===== src/rtl/shape_renderer.sv =====
// shape_renderer
// ----------------
// Renders a falling piece made of NUM_CELLS square cells onto a raster
// display. A new piece is loaded into a pending buffer and becomes the
// visible (front) piece only at the next frame_start, so the picture never
// tears mid-frame. Per-pixel hit/edge flags come out two cycles after the
// pixel coordinates go in.
//
// Ports
//   Clk, Reset_n              clock, asynchronous active-low reset
//   load_valid / load_ready   piece offer / acceptance handshake
//   load_x, load_y            cell coordinates, cell i at [i*W +: W]
//   load_color                colour index of the offered piece
//   clear                     remove both pending and front pieces
//   frame_start               one-cycle pulse at the start of each frame
//   blink_en                  blink the front piece every BLINK_FRAMES frames
//   DrawX, DrawY, pix_valid   current pixel and its qualifier
//   is_shape, is_edge         pixel inside / on border of a visible cell
//   shape_color               front colour, 0 when no front piece
//   state_dbg                 current FSM state (IDLE=0, PENDING=1,
//                             ACTIVE=2, ACTIVE_PEND=3)
//
// Handshake: a piece transfers on every rising Clk edge where load_valid and
// load_ready are both high. load_ready depends only on the state and clear,
// never on load_valid, and the source holds its data stable while waiting.
module shape_renderer #(
    parameter int CELL_PX      = 24,
    parameter int X_OFFSET     = 144,
    parameter int Y_OFFSET     = 0,
    parameter int NUM_CELLS    = 4,
    parameter int XW           = 4,
    parameter int YW           = 5,
    parameter int COLOR_W      = 3,
    parameter int BLINK_FRAMES = 30
) (
    input  logic                    Clk,
    input  logic                    Reset_n,
    input  logic                    load_valid,
    output logic                    load_ready,
    input  logic [NUM_CELLS*XW-1:0] load_x,
    input  logic [NUM_CELLS*YW-1:0] load_y,
    input  logic [COLOR_W-1:0]      load_color,
    input  logic                    clear,
    input  logic                    frame_start,
    input  logic                    blink_en,
    input  logic [9:0]              DrawX,
    input  logic [9:0]              DrawY,
    input  logic                    pix_valid,
    output logic                    is_shape,
    output logic                    is_edge,
    output logic [COLOR_W-1:0]      shape_color,
    output logic [1:0]              state_dbg
);

    // Comparison width: wide enough that (cx+1)*CELL_PX never overflows.
    localparam int CW = 16;
    localparam int BW = (BLINK_FRAMES > 1) ? $clog2(BLINK_FRAMES) : 1;

    typedef enum logic [1:0] {
        IDLE        = 2'd0,
        PENDING     = 2'd1,
        ACTIVE      = 2'd2,
        ACTIVE_PEND = 2'd3
    } state_t;

    state_t state, state_nxt;
    logic   accept, promote, front_valid;

    logic [NUM_CELLS*XW-1:0] pend_x, front_x;
    logic [NUM_CELLS*YW-1:0] pend_y, front_y;
    logic [COLOR_W-1:0]      pend_color, front_color;

    logic [BW-1:0] blink_cnt;
    logic          visible;

    logic [NUM_CELLS-1:0] hit_c, edge_c, hit_s1, edge_s1;
    logic                 pv_s1;

    // ---------------- control FSM ----------------
    always_ff @(posedge Clk or negedge Reset_n) begin
        if (!Reset_n) state <= IDLE;
        else          state <= state_nxt;
    end

    always_comb begin
        state_nxt  = state;
        promote    = 1'b0;
        load_ready = ((state == IDLE) || (state == ACTIVE)) && !clear;
        accept     = load_valid && load_ready;
        if (clear) begin
            state_nxt = IDLE;
        end else begin
            case (state)
                IDLE:        if (accept) state_nxt = PENDING;
                PENDING:     if (frame_start) begin
                                 state_nxt = ACTIVE;
                                 promote   = 1'b1;
                             end
                // A load arriving with frame_start lands in pending and waits
                // for the following frame_start.
                ACTIVE:      if (accept) state_nxt = ACTIVE_PEND;
                ACTIVE_PEND: if (frame_start) begin
                                 state_nxt = ACTIVE;
                                 promote   = 1'b1;
                             end
                default:     state_nxt = IDLE;
            endcase
        end
    end

    assign front_valid = (state == ACTIVE) || (state == ACTIVE_PEND);
    assign state_dbg   = state;
    assign shape_color = front_valid ? front_color : '0;

    // ---------------- piece buffers ----------------
    always_ff @(posedge Clk or negedge Reset_n) begin
        if (!Reset_n) begin
            pend_x      <= '0;
            pend_y      <= '0;
            pend_color  <= '0;
            front_x     <= '0;
            front_y     <= '0;
            front_color <= '0;
        end else if (clear) begin
            pend_x      <= '0;
            pend_y      <= '0;
            pend_color  <= '0;
            front_x     <= '0;
            front_y     <= '0;
            front_color <= '0;
        end else begin
            if (promote) begin
                front_x     <= pend_x;
                front_y     <= pend_y;
                front_color <= pend_color;
            end
            if (accept) begin
                pend_x     <= load_x;
                pend_y     <= load_y;
                pend_color <= load_color;
            end
        end
    end

    // ---------------- blink timer ----------------
    always_ff @(posedge Clk or negedge Reset_n) begin
        if (!Reset_n) begin
            blink_cnt <= '0;
            visible   <= 1'b1;
        end else if (!blink_en) begin
            blink_cnt <= '0;
            visible   <= 1'b1;
        end else if (frame_start) begin
            if (blink_cnt == BW'(BLINK_FRAMES - 1)) begin
                blink_cnt <= '0;
                visible   <= ~visible;
            end else begin
                blink_cnt <= blink_cnt + 1'b1;
            end
        end
    end

    // ---------------- per-cell compare ----------------
    logic [CW-1:0] rx, ry, lo_x, hi_x, lo_y, hi_y;
    logic          in_x, in_y, hit_x, hit_y, edge_x, edge_y;

    always_comb begin
        // Left of / above the playfield is never a hit, so the subtraction
        // below is only meaningful when in_x / in_y hold.
        in_x   = CW'(DrawX) >= CW'(X_OFFSET);
        in_y   = CW'(DrawY) >= CW'(Y_OFFSET);
        rx     = CW'(DrawX) - CW'(X_OFFSET);
        ry     = CW'(DrawY) - CW'(Y_OFFSET);
        lo_x   = '0;
        hi_x   = '0;
        lo_y   = '0;
        hi_y   = '0;
        hit_x  = 1'b0;
        hit_y  = 1'b0;
        edge_x = 1'b0;
        edge_y = 1'b0;
        hit_c  = '0;
        edge_c = '0;
        for (int i = 0; i < NUM_CELLS; i++) begin
            lo_x   = CW'(front_x[i*XW +: XW]) * CW'(CELL_PX);
            hi_x   = lo_x + CW'(CELL_PX - 1);
            lo_y   = CW'(front_y[i*YW +: YW]) * CW'(CELL_PX);
            hi_y   = lo_y + CW'(CELL_PX - 1);
            hit_x  = in_x && (rx >= lo_x) && (rx <= hi_x);
            hit_y  = in_y && (ry >= lo_y) && (ry <= hi_y);
            edge_x = (rx == lo_x) || (rx == hi_x);
            edge_y = (ry == lo_y) || (ry == hi_y);
            hit_c[i]  = hit_x && hit_y;
            edge_c[i] = hit_x && hit_y && (edge_x || edge_y);
        end
    end

    // Stage 1: register per-cell results with the pixel qualifier.
    always_ff @(posedge Clk or negedge Reset_n) begin
        if (!Reset_n) begin
            hit_s1  <= '0;
            edge_s1 <= '0;
            pv_s1   <= 1'b0;
        end else begin
            hit_s1  <= hit_c;
            edge_s1 <= edge_c;
            pv_s1   <= pix_valid;
        end
    end

    // Stage 2: reduce across cells and gate by front presence and blinking.
    always_ff @(posedge Clk or negedge Reset_n) begin
        if (!Reset_n) begin
            is_shape <= 1'b0;
            is_edge  <= 1'b0;
        end else begin
            is_shape <= pv_s1 && front_valid && visible && (|hit_s1);
            is_edge  <= pv_s1 && front_valid && visible && (|edge_s1);
        end
    end

endmodule


===== config.mk =====
export PLATFORM = sky130hd
export DESIGN_NAME = shape_renderer
export DESIGN_NICKNAME = d
export VERILOG_FILES = /design/src/rtl/shape_renderer.sv
export SDC_FILE = /design/constraint.sdc
export NUM_CORES = 1
export LEC_CHECK = 0
export CAP_MARGIN = 20
export CORE_AREA = 2 2 119 121
export DETAILED_ROUTE_END_ITERATION = 8
export DIE_AREA = 0 0 121 123
export HOLD_SLACK_MARGIN = 0.08
export PLACE_DENSITY = 0.93
export SETUP_SLACK_MARGIN = 0.15
export SLEW_MARGIN = 20
export SYNTH_ARGS = -nofsm -noshare
export SYNTH_HDL_FRONTEND = slang
export SYNTH_SLANG_ARGS = --single-unit

===== constraint.sdc =====
create_clock -name Clk -period 6.56 [get_ports Clk]
set_clock_uncertainty 0.05 [all_clocks]
set_input_delay 1.312 -clock Clk [delete_from_list [all_inputs] [get_ports Clk]]
set_output_delay 1.312 -clock Clk [all_outputs]
set_load 0.03 [all_outputs]

After elaboration in Yosys (flattened, before gate mapping). Cells that the tools add are included.

Register bits: 97. Bits of input ports: 66. Output and inout bits: 8. Logic and storage cells: 151.

$add $sub $neg: 10. Multipliers: 8. $lt $le $gt $ge: 17. Equality and inequality tests: 25. Muxes and demuxes: 27. Bitwise logic cells: 1. Reductions and logical operators: 49.

Operators by type and width (number): 2-to-1 mux 20 bit (4); == test 16 x 10 -> 1 bit (4); == test 16 x 9 -> 1 bit (4); >= comparator 16 x 9 -> 1 bit (4); less-or-equal comparator 16 x 10 -> 1 bit (4); 2-to-1 mux 16 bit (4); adder 10 x 5 -> 11 bit (second input constant) (4); == test 10 x 11 -> 1 bit (4); less-or-equal comparator 10 x 11 -> 1 bit (4); adder 9 x 5 -> 10 bit (second input constant) (4); == test 10 bit (4); >= comparator 10 bit (4); multiplier 5 x 2 -> 7 bit (second input constant) (4); logical AND 1 bit (26); multiplier 4 x 2 -> 6 bit (second input constant) (4); 2-to-1 mux 3 bit (5); 2-to-1 mux 5 bit (3); logical OR 1 bit (14); subtractor 10 x 8 -> 11 bit (second input constant) (1); >= comparator 10 x 8 -> 1 bit (second input constant) (1); 2-to-1 mux 2 bit (4); OR reduction 4 bit (2); 2-to-1 mux 1 bit (6); != test 3 bit (second input constant) (2); 15 further kinds (17).

Logic depth before layout (Yosys ltp). Gate-level depths: netlist of run 1.

Word-level depth: 7. Mapped depth: 14. Depth with buffers taken out: 14.

Worst setup path after synthesis of run 1. No wires, ideal clock.

Path kind: input -> register. Start point: input port DrawX[4]. End point: register edge_s1[1]. Setup time: 84 ps. Arrival time: 3604 ps. Required time: 6426 ps. Setup slack: 2822 ps. Cell stages on the path: 12. Buffers on the path: 0. Cells stage by stage: inv_1 > ha_1 > nand2b_1 > nand2_1 > xor2_1 > ha_1 > nand4_1 > nor2_1 > a2111oi_0 > o21ai_0 > nor3_1 > a21boi_0.

Word-level cells in the longest chain between the ends: 6. Elaborated cells on any way between the ends: 12. Those cells by class: add/sub (1); order compare (3); eq/ne (2); reduce/logical (6).

RTL lines: from (decl) (RTL line 46) `input logic [9:0] DrawX,`; subtractor 10 x 8 -> 11 bit (RTL line 172) `rx = CW'(DrawX) - CW'(X_OFFSET);`; >= comparator 16 x 9 -> 1 bit (RTL line 189) `hit_x = in_x && (rx >= lo_x) && (rx <= hi_x);`; logical AND 1 bit (2 in series) (RTL line 189); logical AND 1 bit (RTL line 194) `edge_c[i] = hit_x && hit_y && (edge_x || edge_y);`; logical AND 1 bit * (RTL line 194); via edge_c[1] (RTL line 76) `logic [NUM_CELLS-1:0] hit_c, edge_c, hit_s1, edge_s1;`; to (signal assigned) (RTL line 206) `edge_s1 <= edge_c;`; to (decl) (RTL line 76).

Mark *: on every way through the listed nets, which the timed path passes. The rest lies on a longest branch. A chain may end at the register's enable or synchronous reset.

Worst setup path in the final report of run 1. Same ends and word-level chain as after synthesis.

==> results of run 1 <==
-- cells in the final DEF, fill, tap and decap left out, types with 4 or more instances in the layout --
cell type / count
sky130_fd_sc_hd__inv_1: 72
sky130_fd_sc_hd__fa_1: 8
sky130_fd_sc_hd__o21bai_1: 10
sky130_fd_sc_hd__clkbuf_16: 9
sky130_fd_sc_hd__nand3_1: 24
sky130_fd_sc_hd__a22o_1: 78
sky130_fd_sc_hd__nor3_1: 11
sky130_fd_sc_hd__o21ai_0: 21
sky130_fd_sc_hd__dfrtp_1: 96
sky130_fd_sc_hd__clkdlybuf4s50_1: 72
sky130_fd_sc_hd__a21oi_1: 48
sky130_fd_sc_hd__xor2_1: 13
sky130_fd_sc_hd__nor4_1: 8
sky130_fd_sc_hd__buf_4: 6
sky130_fd_sc_hd__nand3b_1: 4
sky130_fd_sc_hd__a211oi_1: 8
sky130_fd_sc_hd__o21a_1: 9
sky130_fd_sc_hd__or3_1: 8
sky130_fd_sc_hd__nand4b_1: 5
sky130_fd_sc_hd__nand4_1: 10
sky130_fd_sc_hd__nand2_1: 27
sky130_fd_sc_hd__a21o_1: 19
sky130_fd_sc_hd__ha_1: 163
sky130_fd_sc_hd__nor2_1: 33
sky130_fd_sc_hd__xnor2_1: 38
sky130_fd_sc_hd__nor2b_1: 5
sky130_fd_sc_hd__and3_1: 4
-- cell families (layout without fill, tap and decap cells) --
group                    count (synthesis)  count (layout)
AO/OA/AOI/OAI                          235             235
adder cells (fa/ha/maj)                171             171
multiplexers                             3               3
buffers and inverters                   91             166
flip-flops                              97              97
AND/OR/NAND/NOR                        157             157
XOR/XNOR                                51              51
-- metal layers --
metal | part of all wire | global-route usage | vias up
met1 | 0.46 | 0.338 | 3139
met4 | 0.024 | 0.0930 | 0
met5 | 0 | 0 | -
met3 | 0.042 | 0.0378 | 41
met2 | 0.47 | 0.407 | 165
li1 | - | - | 3118
-- final cells by class --
cell class / instances / area, sq um
multi-input combinational: 617 / 5270
fill: 1018 / 4360
sequential: 97 / 2430
timing repair buffer: 78 / 766
inverter: 72 / 270
clock buffer: 11 / 253
tap: 180 / 225
clock inverter: 5 / 45.0
-- through the flow --
step	power (mW)	util	worst slack, ns	hold WS (ns)	instance area, sq um
final	1.47	0.680	2.07	0.428	9250
after global routing	1.54	0.680	1.83	0.462	9250
after CTS	1.47	0.680	2.11	0.428	9250
after detailed placement	0.952	0.658	1.76	0.411	8960
after global placement	0.940	0.658	1.91	0.409	8960
after floorplan	0.831	-	2.82	0.392	8020
-- state kept, by name (all words and copies together), names as in the netlist --
name,cells
blink_cnt,5
edge_s1,4
front_color,3
front_x,16
front_y,20
hit_s1,4
is_edge,1
is_shape,1
pend_color,3
pend_x,16
pend_y,20
pv_s1,1
state_dbg,2
visible,1
-- final timing paths --
path,endpoint,depth (start not counted)
max,edge_s1[1]$_DFF_PN0_,13
min in group asynchronous,front_x[0]$_DFFE_PN0P_,1
min,is_shape$_DFF_PN0_,2
max reg2reg,edge_s1[2]$_DFF_PN0_,14
max in group asynchronous,pend_y[7]$_DFFE_PN0P_,2
min reg2reg,is_shape$_DFF_PN0_,2
-- worst reg2reg max path, cell delays in order, from the launching register on --
cell	delay, ns
sky130_fd_sc_hd__dfrtp_1	0.43
sky130_fd_sc_hd__ha_1	0.24
sky130_fd_sc_hd__fa_1	0.40
sky130_fd_sc_hd__a21o_1	0.17
sky130_fd_sc_hd__a21oi_1	0.18
sky130_fd_sc_hd__xnor2_1	0.19
sky130_fd_sc_hd__inv_1	0.10
sky130_fd_sc_hd__or3_1	0.39
sky130_fd_sc_hd__xnor2_1	0.14
sky130_fd_sc_hd__ha_1	0.32
sky130_fd_sc_hd__and3_1	0.19
sky130_fd_sc_hd__a221oi_1	0.24
sky130_fd_sc_hd__a41oi_1	0.13
sky130_fd_sc_hd__a31oi_1	0.25
sky130_fd_sc_hd__o21a_1	0.16
-- power groups by stage --
stage	clock network, mW	logic (mW)	registers [mW]
2_1_floorplan	0	0.185	0.646
5_1_grt	0.554	0.344	0.642
3_3_place_gp	0	0.291	0.649
6_report	0.526	0.307	0.639
3_5_place_dp	0	0.301	0.650
4_1_cts	0.531	0.305	0.639
==> Flow_metrics.wiki, run 1 <==
{| class="wikitable"
! Metric !! Value
|-
| Run status || finished clean
|-
| Total overflow reported by the global router || 0
|-
| HPWL after detailed placement || 13,700 um
|-
| Inserted Diodes || 0
|-
| Nets || 1,112
|-
| Critical register-to-register path startpoint || front_y[10]$_DFFE_PN0P_
|-
| Simple-gate portion of the synthesized area || 0.106
|-
| Category of cells accounting for the largest share of critical-path delay || buffers and inverters
|-
| Final Hold Violating Endpoints || 0
|-
| Area of the core || 0.0136 sq mm
|-
| Cell with the largest stage delay on the worst path || sky130_fd_sc_hd__xor2_1
|-
| Count leader, synth || sky130_fd_sc_hd__ha_1
|-
| Max-Cap Viols || 0
|-
| Startpoint class of the critical path || input port
|-
| Arrival @ worst endpoint || 4.71 ns
|-
| Routed wire per std cell || 16.9 um
|-
| Post-route DRC violation count || 0
|-
| Number of buffers inserted by hold repair at cts || 0
|-
| Most frequent cells after synthesis || sky130_fd_sc_hd__ha_1 (163), sky130_fd_sc_hd__dfrtp_1 (96), sky130_fd_sc_hd__a22o_1 (78)
|-
| Initial antenna violation count || 0
|-
| Number of core rows || 43
|-
| Post CTS Setup Buffer Count || 0
|-
| Arithmetic-cell share of the synthesized area counting full adders, half adders and majority gates || 0.274
|-
| Setup-violating endpoint count in the final report || 0
|-
| Register share of total power || 0.434
|-
| GRT Util Overall || 0.249
|-
| Average size of a mapped cell || 9.97 sq um
|-
| Setup slack on the worst flop-to-flop path || 2.93 ns
|-
| Buffers and inverters on the worst path || 2
|-
| Wire length of the first global-routing pass || 29,800 um
|-
| Top-area cell type share of the netlist area || 0.299
|-
| Class of the most critical setup path || input port to register
|-
| Post-synthesis cell type count || 62
|-
| Clock transition at path regs || 0.08 ns
|-
| Combinational share of power || 0.208
|-
| XOR/XNOR Fraction of Synth Area || 0.0557
|-
| Wire length reported by the detailed router || 17,900 um
|-
| Final clock period utilization by the worst path || 0.684
|-
| Number of global-route vias before repair || 6,323
|-
| Horizontal extent of the die || 121 um
|-
| DR pass1 iterations || 5
|-
| Number of synthesized flops with an enable pin || 0
|-
| Via count of the routed design || 6,463
|-
| Worst Hold Class || register to register
|-
| Cell-by-cell trace of the critical path || clkdlybuf4s50_1 > inv_1 > ha_1 > nand2b_1 > nand2_1 > xor2_1 > ha_1 > nand4_1 > nor2_1 > a2111oi_0 > o21ai_0 > nor3_1 > a21boi_0
|-
| Fmax achieved || 223 MHz
|-
| Origin of the worst min-delay path || hit_s1[0]$_DFF_PN0_
|-
| Biggest area contributors in the synthesized netlist || sky130_fd_sc_hd__dfrtp_1 (30%), sky130_fd_sc_hd__ha_1 (25%), sky130_fd_sc_hd__a22o_1 (8.5%)
|-
| I/O Pins || 74
|-
| Total count of max-transition violations in the final report || 0
|-
| Worst-path fanout max || 9
|-
| Actual transition at the worst max-transition pin || 0.943 ns
|-
| Leak pwr || 4.34 nW
|-
| Endpoint class of the critical path || register
|-
| Compound-cell area share of the yosys netlist || 0.215
|-
| Max-Slew Margin vs Limit || 0.371
|-
| Detail Route Antenna Nets || 0
|-
| I/O Buffers || 73
|-
| Register area share after synthesis || 0.303
|-
| Predominant post-synthesis flop cell || sky130_fd_sc_hd__dfrtp_1
|-
| Root buffer cell || sky130_fd_sc_hd__clkbuf_16
|-
| Most Frequent Cell on Critical Path || sky130_fd_sc_hd__ha_1
|-
| Critical Path RT || 6.78 ns
|-
| PostCTS Resize Cnt || 0
|-
| Post-route non-filler standard cell count || 1,060
|-
| Pwr Density || 159 mW/mm^2
|-
| Switching power as a share of total power || 0.291
|-
| Fraction of synthesis flops using an asynchronous set or reset pin || 1.00
|-
| Starting density of the core || 0.589
|-
| Max stage delay on crit path || 0.62 ns
|-
| Number of cells in the design after placement || 1,044
|-
| Net load switching power || 0.428 mW
|-
| Synthesized flop and latch total || 97
|-
| Syn Inst Count || 805
|-
| Clock latency reported for the late side of the worst-skew pair || 0.35 ns
|-
| Largest net degree at the start of global routing || 77
|-
| Violation count after the first detailed-route iteration || 390
|-
| Total number of yosys warnings || 0
|-
| Largest family of logic cells by synthesized area || adder cells
|-
| Library cell with the largest summed area after synthesis || sky130_fd_sc_hd__dfrtp_1
|-
| Final critical path time including I/O delays and setup || 4.49 ns
|-
| Mux cell area share after synthesis || 0.00390
|-
| Setup repair after global routing missed its margin || false
|-
| Chip Height || 123 um
|-
| TritonCTS clock tree || done
|-
| Fraction of final layout cells with drive strength greater than 1 || 0.0398
|-
| Overall die area || 0.0149 sq mm
|-
| Netlist area before placement || 0.00802 sq mm
|-
| Sink count of the clock tree || 97
|-
| Net count after synthesis || 1,042
|-
| Number of levels the H-tree was split into || 3
|-
| VDD IR max || 0.115 mV
|-
| Pint || 1.04 mW
|-
| Global placement routability congestion || 0.904
|-
| Mean number of vias per cell || 6.10
|-
| Power share of the clock group || 0.357
|-
| Buffer depth of the longest clock path || 2
|-
| P&R area growth vs syn || 15.3%
|-
| Worst setup startpoint || DrawX[4]
|-
| Inserted Clock Buffers || 9
|-
| Total negative slack for setup checks || 0 ns
|}
(Power assumes the default switching activity.)
==> inputs of run 2 (changes only) <==
- CORE_AREA: 2 2 119 121 -> 2 2 127 129
- DIE_AREA: 0 0 121 123 -> 0 0 129 131
- PLACE_DENSITY: 0.93 -> 0.87
- clock period: 6.56 -> 3.7 ns (I/O delays scaled with it)
==> run 2 against run 1 <==
Against the previous run: die area rose by 14%; register-to-register slack got worse by 2.7 ns; first-iteration DRC count fell by 1.8%; non-clock buffer count rose by 20.
==> Flow_metrics.wiki, run 2 (synthesized netlist as in run 1, its figures left out) <==
{| class="wikitable"
! Metric !! Value
|-
| I/O Buffers || 73 (unchanged)
|-
| Mean number of vias per cell || 5.86 (-3.9%)
|-
| DR pass1 iterations || 5 (unchanged)
|-
| Wire length of the first global-routing pass || 30,800 um (+3.4%)
|-
| Global placement routability congestion || 0.942 (+4.2%)
|-
| Max-Slew Margin vs Limit || 0.434 (+0.0626)
|-
| Via count of the routed design || 6,542 (+1.2%)
|-
| Largest net degree at the start of global routing || 59 (-23%)
|-
| Inserted Diodes || 0 (unchanged)
|-
| Worst-case setup margin in the final layout || 0.153 ns (-1.92 ns)
|-
| Post-route design area || 0.00965 sq mm (+4.3%)
|-
| HPWL after detailed placement || 14,100 um (+3.2%)
|-
| Inserted Clock Buffers || 9 (unchanged)
|-
| Leak pwr || 4.53 nW (+4.4%)
|-
| Worst-path fanout max || 8 (-1)
|-
| Total count of max-transition violations in the final report || 0 (unchanged)
|-
| Clock transition at path regs || 0.08 ns (about the same)
|-
| Horizontal extent of the die || 129 um (+6.6%)
|-
| GR Layer Usage met2 || 0.376 (-0.0306)
|-
| Setup-violating endpoint count in the final report || 0 (unchanged)
|-
| Pwr Density || 282 mW/mm^2 (+77%)
|-
| Total negative slack for setup checks || 0 ns (unchanged)
|-
| Post-placement setup slack || -0.288 ns (-2.05 ns)
|-
| P&R area growth vs syn || 20.3%
|-
| Number of buffers inserted by hold repair at cts || 0 (unchanged)
|-
| Worst Hold Class || input port to async pin
|-
| Run status || finished clean
|-
| Sink count of the clock tree || 97 (unchanged)
|-
| Endpoint class of the critical path || register
|-
| Buffer depth of the longest clock path || 2 (unchanged)
|-
| I/O Pins || 74 (unchanged)
|-
| Overall die area || 0.0169 sq mm (+14%)
|-
| Hold slack final || 0.389 ns (-0.0391 ns)
|-
| Global-route met3 utilization || 0.0362 (-0.00159)
|-
| Starting density of the core || 0.514 (-0.0750)
|-
| Final critical path time including I/O delays and setup || 3.55 ns
|-
| Startpoint class of the critical path || input port
|-
| Post-route DRC violation count || 0 (unchanged)
|-
| Routed wire per std cell || 16.6 um (-1.7%)
|-
| Arrival @ worst endpoint || 3.73 ns (-0.98 ns)
|-
| Most frequent standard cell in the layout excluding fill and tap cells || sky130_fd_sc_hd__ha_1
|-
| Root buffer cell || sky130_fd_sc_hd__clkbuf_16
|-
| Max-Cap Viols || 0 (unchanged)
|-
| Placed Area || 0.00912 sq mm (+1.8%)
|-
| Area of the core || 0.0156 sq mm (+15%)
|-
| Final clock period utilization by the worst path || 0.959
|-
| Post-route non-filler standard cell count || 1,116 (+5.3%)
|-
| Fraction of final layout cells with drive strength greater than 1 || 0.0844 (+0.0447)
|-
| Number of core rows || 46 (+7.0%)
|-
| Core Util, Final || 0.619 (-0.0611)
|-
| Number of levels the H-tree was split into || 3 (unchanged)
|-
| Most frequent cells in the layout || sky130_fd_sc_hd__ha_1 (162), sky130_fd_sc_hd__dfrtp_1 (96), sky130_fd_sc_hd__a22o_1 (78), sky130_fd_sc_hd__inv_1 (72), sky130_fd_sc_hd__clkdlybuf4s50_1 (72)
|-
| Number of cells in the design after placement || 1,095 (+4.9%)
|-
| Setup repair after global routing missed its margin || true
|-
| Initial antenna violation count || 0 (unchanged)
|-
| Chip Height || 131 um (+6.5%)
|-
| Final Hold Violating Endpoints || 0 (unchanged)
|-
| Global routing usage on met1 || 0.311 (-0.0267)
|-
| Violation count after the first detailed-route iteration || 383 (-1.8%)
|-
| Overall power consumption || 2.72 mW (+85%)
|-
| Nets || 1,132 (+1.8%)
|-
| VDD IR max || 0.225 mV (+97%)
|-
| GRT Util Overall || 0.228 (-0.0218)
|-
| Number of global-route vias before repair || 6,364 (+0.65%)
|-
| Clock latency reported for the late side of the worst-skew pair || 0.36 ns (about the same)
|-
| Total overflow reported by the global router || 0 (unchanged)
|-
| Class of the most critical setup path || input port to register
|-
| Detail Route Antenna Nets || 0 (unchanged)
|-
| Fmax achieved || 282 MHz
|-
| Critical Path RT || 3.88 ns (-2.90 ns)
|-
| Biggest regs || front_y (20), pend_y (20)
|-
| TritonCTS clock tree || done
|-
| Setup slack on the worst flop-to-flop path || 0.23 ns (-2.70 ns)
|-
| GRT Max-Usage Layer || met2
|-
| Wire length reported by the detailed router || 18,500 um (+3.5%)
|-
| Actual transition at the worst max-transition pin || 0.844 ns (-0.0990 ns)
|}
## run 2: layout make-up
type / instances / area [sq um]
clock buffer: 9 / 225
clock inverter: 7 / 96.3
fill: 1285 / 5950
inverter: 72 / 270
multi-input combinational: 617 / 5440
sequential: 97 / 2430
tap: 216 / 270
timing repair buffer: 98 / 916
## run 2: path summary, 6_finish.rpt
kind / from / end / depth (start not counted)
worst max-delay path: DrawX[4] / edge_s1[3]$_DFF_PN0_ / 13
worst min-delay path: Reset_n / pend_x[8]$_DFFE_PN0P_ / 1
worst max register to register: front_x[13]$_DFFE_PN0P_ / edge_s1[3]$_DFF_PN0_ / 13
worst min register to register: pend_x[8]$_DFFE_PN0P_ / pend_x[8]$_DFFE_PN0P_ / 1
max in group asynchronous: Reset_n / visible$_DFFE_PN1P_ / 2
min in group Clk: pend_x[8]$_DFFE_PN0P_ / pend_x[8]$_DFFE_PN0P_ / 1
## run 2: critical path: stages
cell and delay, ns:
sky130_fd_sc_hd__clkdlybuf4s50_1 0.51, sky130_fd_sc_hd__inv_1 0.07, sky130_fd_sc_hd__ha_1 0.24, sky130_fd_sc_hd__nand2b_1 0.11
sky130_fd_sc_hd__nand2_1 0.12, sky130_fd_sc_hd__xor2_4 0.32, sky130_fd_sc_hd__ha_1 0.31, sky130_fd_sc_hd__and4b_1 0.22
sky130_fd_sc_hd__nand3_1 0.12, sky130_fd_sc_hd__nor2_1 0.06, sky130_fd_sc_hd__a2111oi_0 0.63, sky130_fd_sc_hd__a211oi_2 0.10
sky130_fd_sc_hd__a21boi_1 0.18
## run 2: where the power goes
| part | switching, mW | internal [mW] | leakage (nW) |
|---|---|---|---|
| Sequential | 0.0338 | 1.10 | 1.32 |
| Combinational | 0.309 | 0.269 | 3.05 |
| Clock | 0.464 | 0.547 | 0.155 |
## run 2: layer usage
layer,share of wire,routed length (um)
met3,0.047,875
met2,0.47,8670
met1,0.47,8690
met5,0,0
met4,0.017,313
## run 2: what timing repair did
item,4_1_cts,5_1_grt
endpoints found under the setup margin,2,8
buffers inserted,2,3
gates resized for setup,2,25
pin swaps,0,4
==> inputs of run 3 (changes only) <==
- CORE_AREA: 2 2 127 129 -> 2 2 119 121
- DIE_AREA: 0 0 129 131 -> 0 0 121 123
- GPL_TIMING_DRIVEN: default -> 0
- PLACE_DENSITY: 0.87 -> 0.93
- clock period: 3.7 -> 4.3 ns (I/O delays scaled with it)
==> run 3 against run 2 <==
Against the previous run: final cell count fell by 3.1%; sequential share of layout area rose by 0.75 points; non-clock buffer count rose by 1; clock-buffer cell count rose by 2; utilization rose by 7.0 points; critical path depth rose by 2; flip-flop and latch count did not move; clock power fell by 22%.
==> Flow_metrics.wiki, run 3 (synthesized netlist as in run 1, its figures left out) <==
{| class="wikitable"
! Metric !! Value
|-
| I/O Buffers || 73 (unchanged)
|-
| Final critical path time including I/O delays and setup || 3.83 ns
|-
| Total of fill cells in the finished design || 962 (-25%)
|-
| Overall die area || 0.0149 sq mm (-12%)
|-
| DR pass1 iterations || 5 (unchanged)
|-
| Most frequent standard cell in the layout excluding fill and tap cells || sky130_fd_sc_hd__ha_1
|-
| Clock transition at path regs || 0.07 ns (about the same)
|-
| Leak pwr || 4.37 nW (-3.5%)
|-
| Placed Area || 0.00901 sq mm (-1.2%)
|-
| FF/Latch Area || 0.00243 sq mm (unchanged)
|-
| Cell-by-cell trace of the critical path || clkdlybuf4s50_1 > clkinvlp_4 > ha_1 > nand2b_1 > nand2_1 > xor2_4 > buf_4 > buf_4 > ha_1 > nor2_1 > o21ai_0 > o221a_2 > o31a_1 > nor4b_2 > a21boi_1
|-
| Initial antenna violation count || 0 (unchanged)
|-
| Final clock period utilization by the worst path || 0.890
|-
| Post-route DRC violation count || 0 (unchanged)
|-
| Worst reg2reg path endpoint || edge_s1[2]$_DFF_PN0_
|-
| Class of the most critical setup path || input port to register
|-
| Via count of the routed design || 6,500 (-0.64%)
|-
| Worst-case setup margin in the final layout || 0.475 ns (+0.321 ns)
|-
| Number of levels the H-tree was split into || 3 (unchanged)
|-
| Endpoint class of the critical path || register
|-
| R2r worst-path depth || 14 (+1)
|-
| Critical register-to-register path startpoint || front_y[10]$_DFFE_PN0P_
|-
| HPWL after detailed placement || 14,000 um (-1.2%)
|-
| Worst-path fanout max || 9 (+1)
|-
| Number of core rows || 43 (-6.5%)
|-
| Area used by multi-input combinational logic || 0.00528 sq mm (-3.0%)
|-
| VDD IR max || 0.271 mV (+20%)
|-
| Total overflow reported by the global router || 0 (unchanged)
|-
| Chip Height || 123 um (-6.1%)
|-
| GRT Util Overall || 0.256 (+0.0282)
|-
| Fmax achieved || 261 MHz
|-
| Actual transition at the worst max-transition pin || 0.812 ns (-0.0320 ns)
|-
| Detail Route Antenna Nets || 0 (unchanged)
|-
| Number of global-route vias before repair || 6,371 (+0.11%)
|-
| Biggest regs || front_y (20), pend_y (20)
|-
| Routed wire per std cell || 16.9 um (+1.7%)
|-
| Category of cells accounting for the largest share of critical-path delay || buffers and inverters
|-
| Clock latency reported for the late side of the worst-skew pair || 0.36 ns (about the same)
|-
| Cell with the largest stage delay on the worst path || sky130_fd_sc_hd__clkdlybuf4s50_1
|-
| Wire length of the first global-routing pass || 30,400 um (-1.3%)
|-
| Starting density of the core || 0.589 (+0.0750)
|-
| Setup repair after global routing missed its margin || false
|-
| Arrival @ worst endpoint || 4.06 ns (+0.33 ns)
|-
| Overall power consumption || 2.25 mW (-17%)
|-
| Fraction of final layout cells with drive strength greater than 1 || 0.0400 (-0.0445)
|-
| Mean number of vias per cell || 6.01 (+2.6%)
|-
| Routed metal-1 wire length || 8120 um (-6.6%)
|-
| Post-placement setup slack || -0.218 ns (+0.0701 ns)
|-
| Horizontal extent of the die || 121 um (-6.2%)
|-
| Startpoint class of the critical path || input port
|-
| Inserted Diodes || 0 (unchanged)
|-
| Max stage delay on crit path || 0.56 ns (-0.07 ns)
|-
| Setup slack on the worst flop-to-flop path || 0.64 ns (+0.41 ns)
|-
| Run status || finished clean
|-
| Violation count after the first detailed-route iteration || 346 (-9.7%)
|-
| Critical Path RT || 4.53 ns (+0.65 ns)
|-
| Sink count of the clock tree || 97 (unchanged)
|-
| Root buffer cell || sky130_fd_sc_hd__clkbuf_16
|-
| WL met2 || 8570 um (-1.1%)
|-
| Area of the core || 0.0136 sq mm (-13%)
|-
| TritonCTS clock tree || done
|-
| Pwr Density || 240 mW/mm^2 (-15%)
|-
| Max-Slew Margin vs Limit || 0.455 (+0.0214)
|-
| Final Hold Violating Endpoints || 0 (unchanged)
|-
| Top layer reached by signal wires || met4
|-
| Max-Cap Viols || 0 (unchanged)
|-
| Largest net degree at the start of global routing || 81 (+37%)
|-
| Total count of max-transition violations in the final report || 0 (unchanged)
|-
| Post-route design area || 0.00937 sq mm (-2.9%)
|-
| Buffers and inverters on the worst path || 4 (+2)
|-
| Most frequent cells in the layout || sky130_fd_sc_hd__ha_1 (163), sky130_fd_sc_hd__dfrtp_1 (96), sky130_fd_sc_hd__a22o_1 (78), sky130_fd_sc_hd__clkdlybuf4s50_1 (72), sky130_fd_sc_hd__inv_1 (71)
|-
| Detailed route wirelength on metal3 || 1100 um (+26%)
|-
| Inserted Clock Buffers || 9 (unchanged)
|-
| Worst Hold Class || input port to async pin
|-
| Nets || 1,133 (+0.088%)
|-
| Wire length reported by the detailed router || 18,300 um (-1.5%)
|-
| Setup-violating endpoint count in the final report || 0 (unchanged)
|-
| Global placement routability congestion || 0.894 (-5.2%)
|-
| Buffer depth of the longest clock path || 2 (unchanged)
|-
| I/O Pins || 74 (unchanged)
|-
| P&R area growth vs syn || 16.8%
|}
[run 3: cell types whose count changed in the layout (fill, tap and decap cells not counted), sizes merged]
cell,before,now
inv,76,74
bufinv,1,0
clkinvlp,1,2
buf,26,11
clkbuf,9,27
[run 3: per-layer routing]
metal	GRT usage	vias up
met5	0	-
met4	0.0916	0
met3	0.0489	41
met2	0.417	199
met1	0.341	3101
li1	-	3159
[run 3: area by class of cell]
type | instances | share of cell area
Multi-Input combinational cell | 617 | 0.563
Buffer | 19 | 0.00774
Clock buffer | 11 | 0.0259
Timing Repair Buffer | 80 | 0.0858
Tap cell | 180 | 0.0240
Sequential cell | 97 | 0.259
Inverter | 72 | 0.0292
Clock inverter | 5 | 0.00481
[run 3: through the flow]
step / setup TNS [ns] / cells / util / hold WS, ns
2_1_floorplan: 0 / 805 / - / 0.392
3_3_place_gp: -112.71 / 1058 / 0.660 / 0.424
3_5_place_dp: -0.440 / 1059 / 0.662 / 0.432
4_1_cts: 0 / 1075 / 0.683 / 0.278
5_1_grt: 0 / 1081 / 0.688 / 0.290
6_report: 0 / 1081 / 0.688 / 0.281
[run 3: worst max path at each step]
stage,to,slack [ns],cells past startpoint,from
2_1_floorplan,edge_s1[1]$_DFF_PN0_,1.01,12,DrawX[4]
3_3_place_gp,front_y[7]$_DFFE_PN0P_,-1.18,1,Reset_n
4_1_cts,edge_s1[1]$_DFF_PN0_,0.16,13,DrawX[4]
3_5_place_dp,edge_s1[1]$_DFF_PN0_,-0.22,13,DrawX[4]
6_report,hit_s1[2]$_DFF_PN0_,0.47,15,DrawX[4]
5_1_grt,edge_s1[1]$_DFF_PN0_,0.25,11,DrawX[4]
[run 3: power breakdown]
part / internal (mW) / leakage, nW / switching (mW)
Sequential: 0.945 / 1.32 / 0.0295
Combinational: 0.226 / 2.91 / 0.257
Clock: 0.418 / 0.139 / 0.371
Total: 1.59 / 4.37 / 0.658
[run 3: what timing repair did]
| item | in CTS | in global routing |
|---|---|---|
| hold buffers | 0 | 0 |
| endpoints found under the setup margin | 0 | 4 |
| buffers inserted | 0 | 6 |
| resized for setup | 0 | 5 |
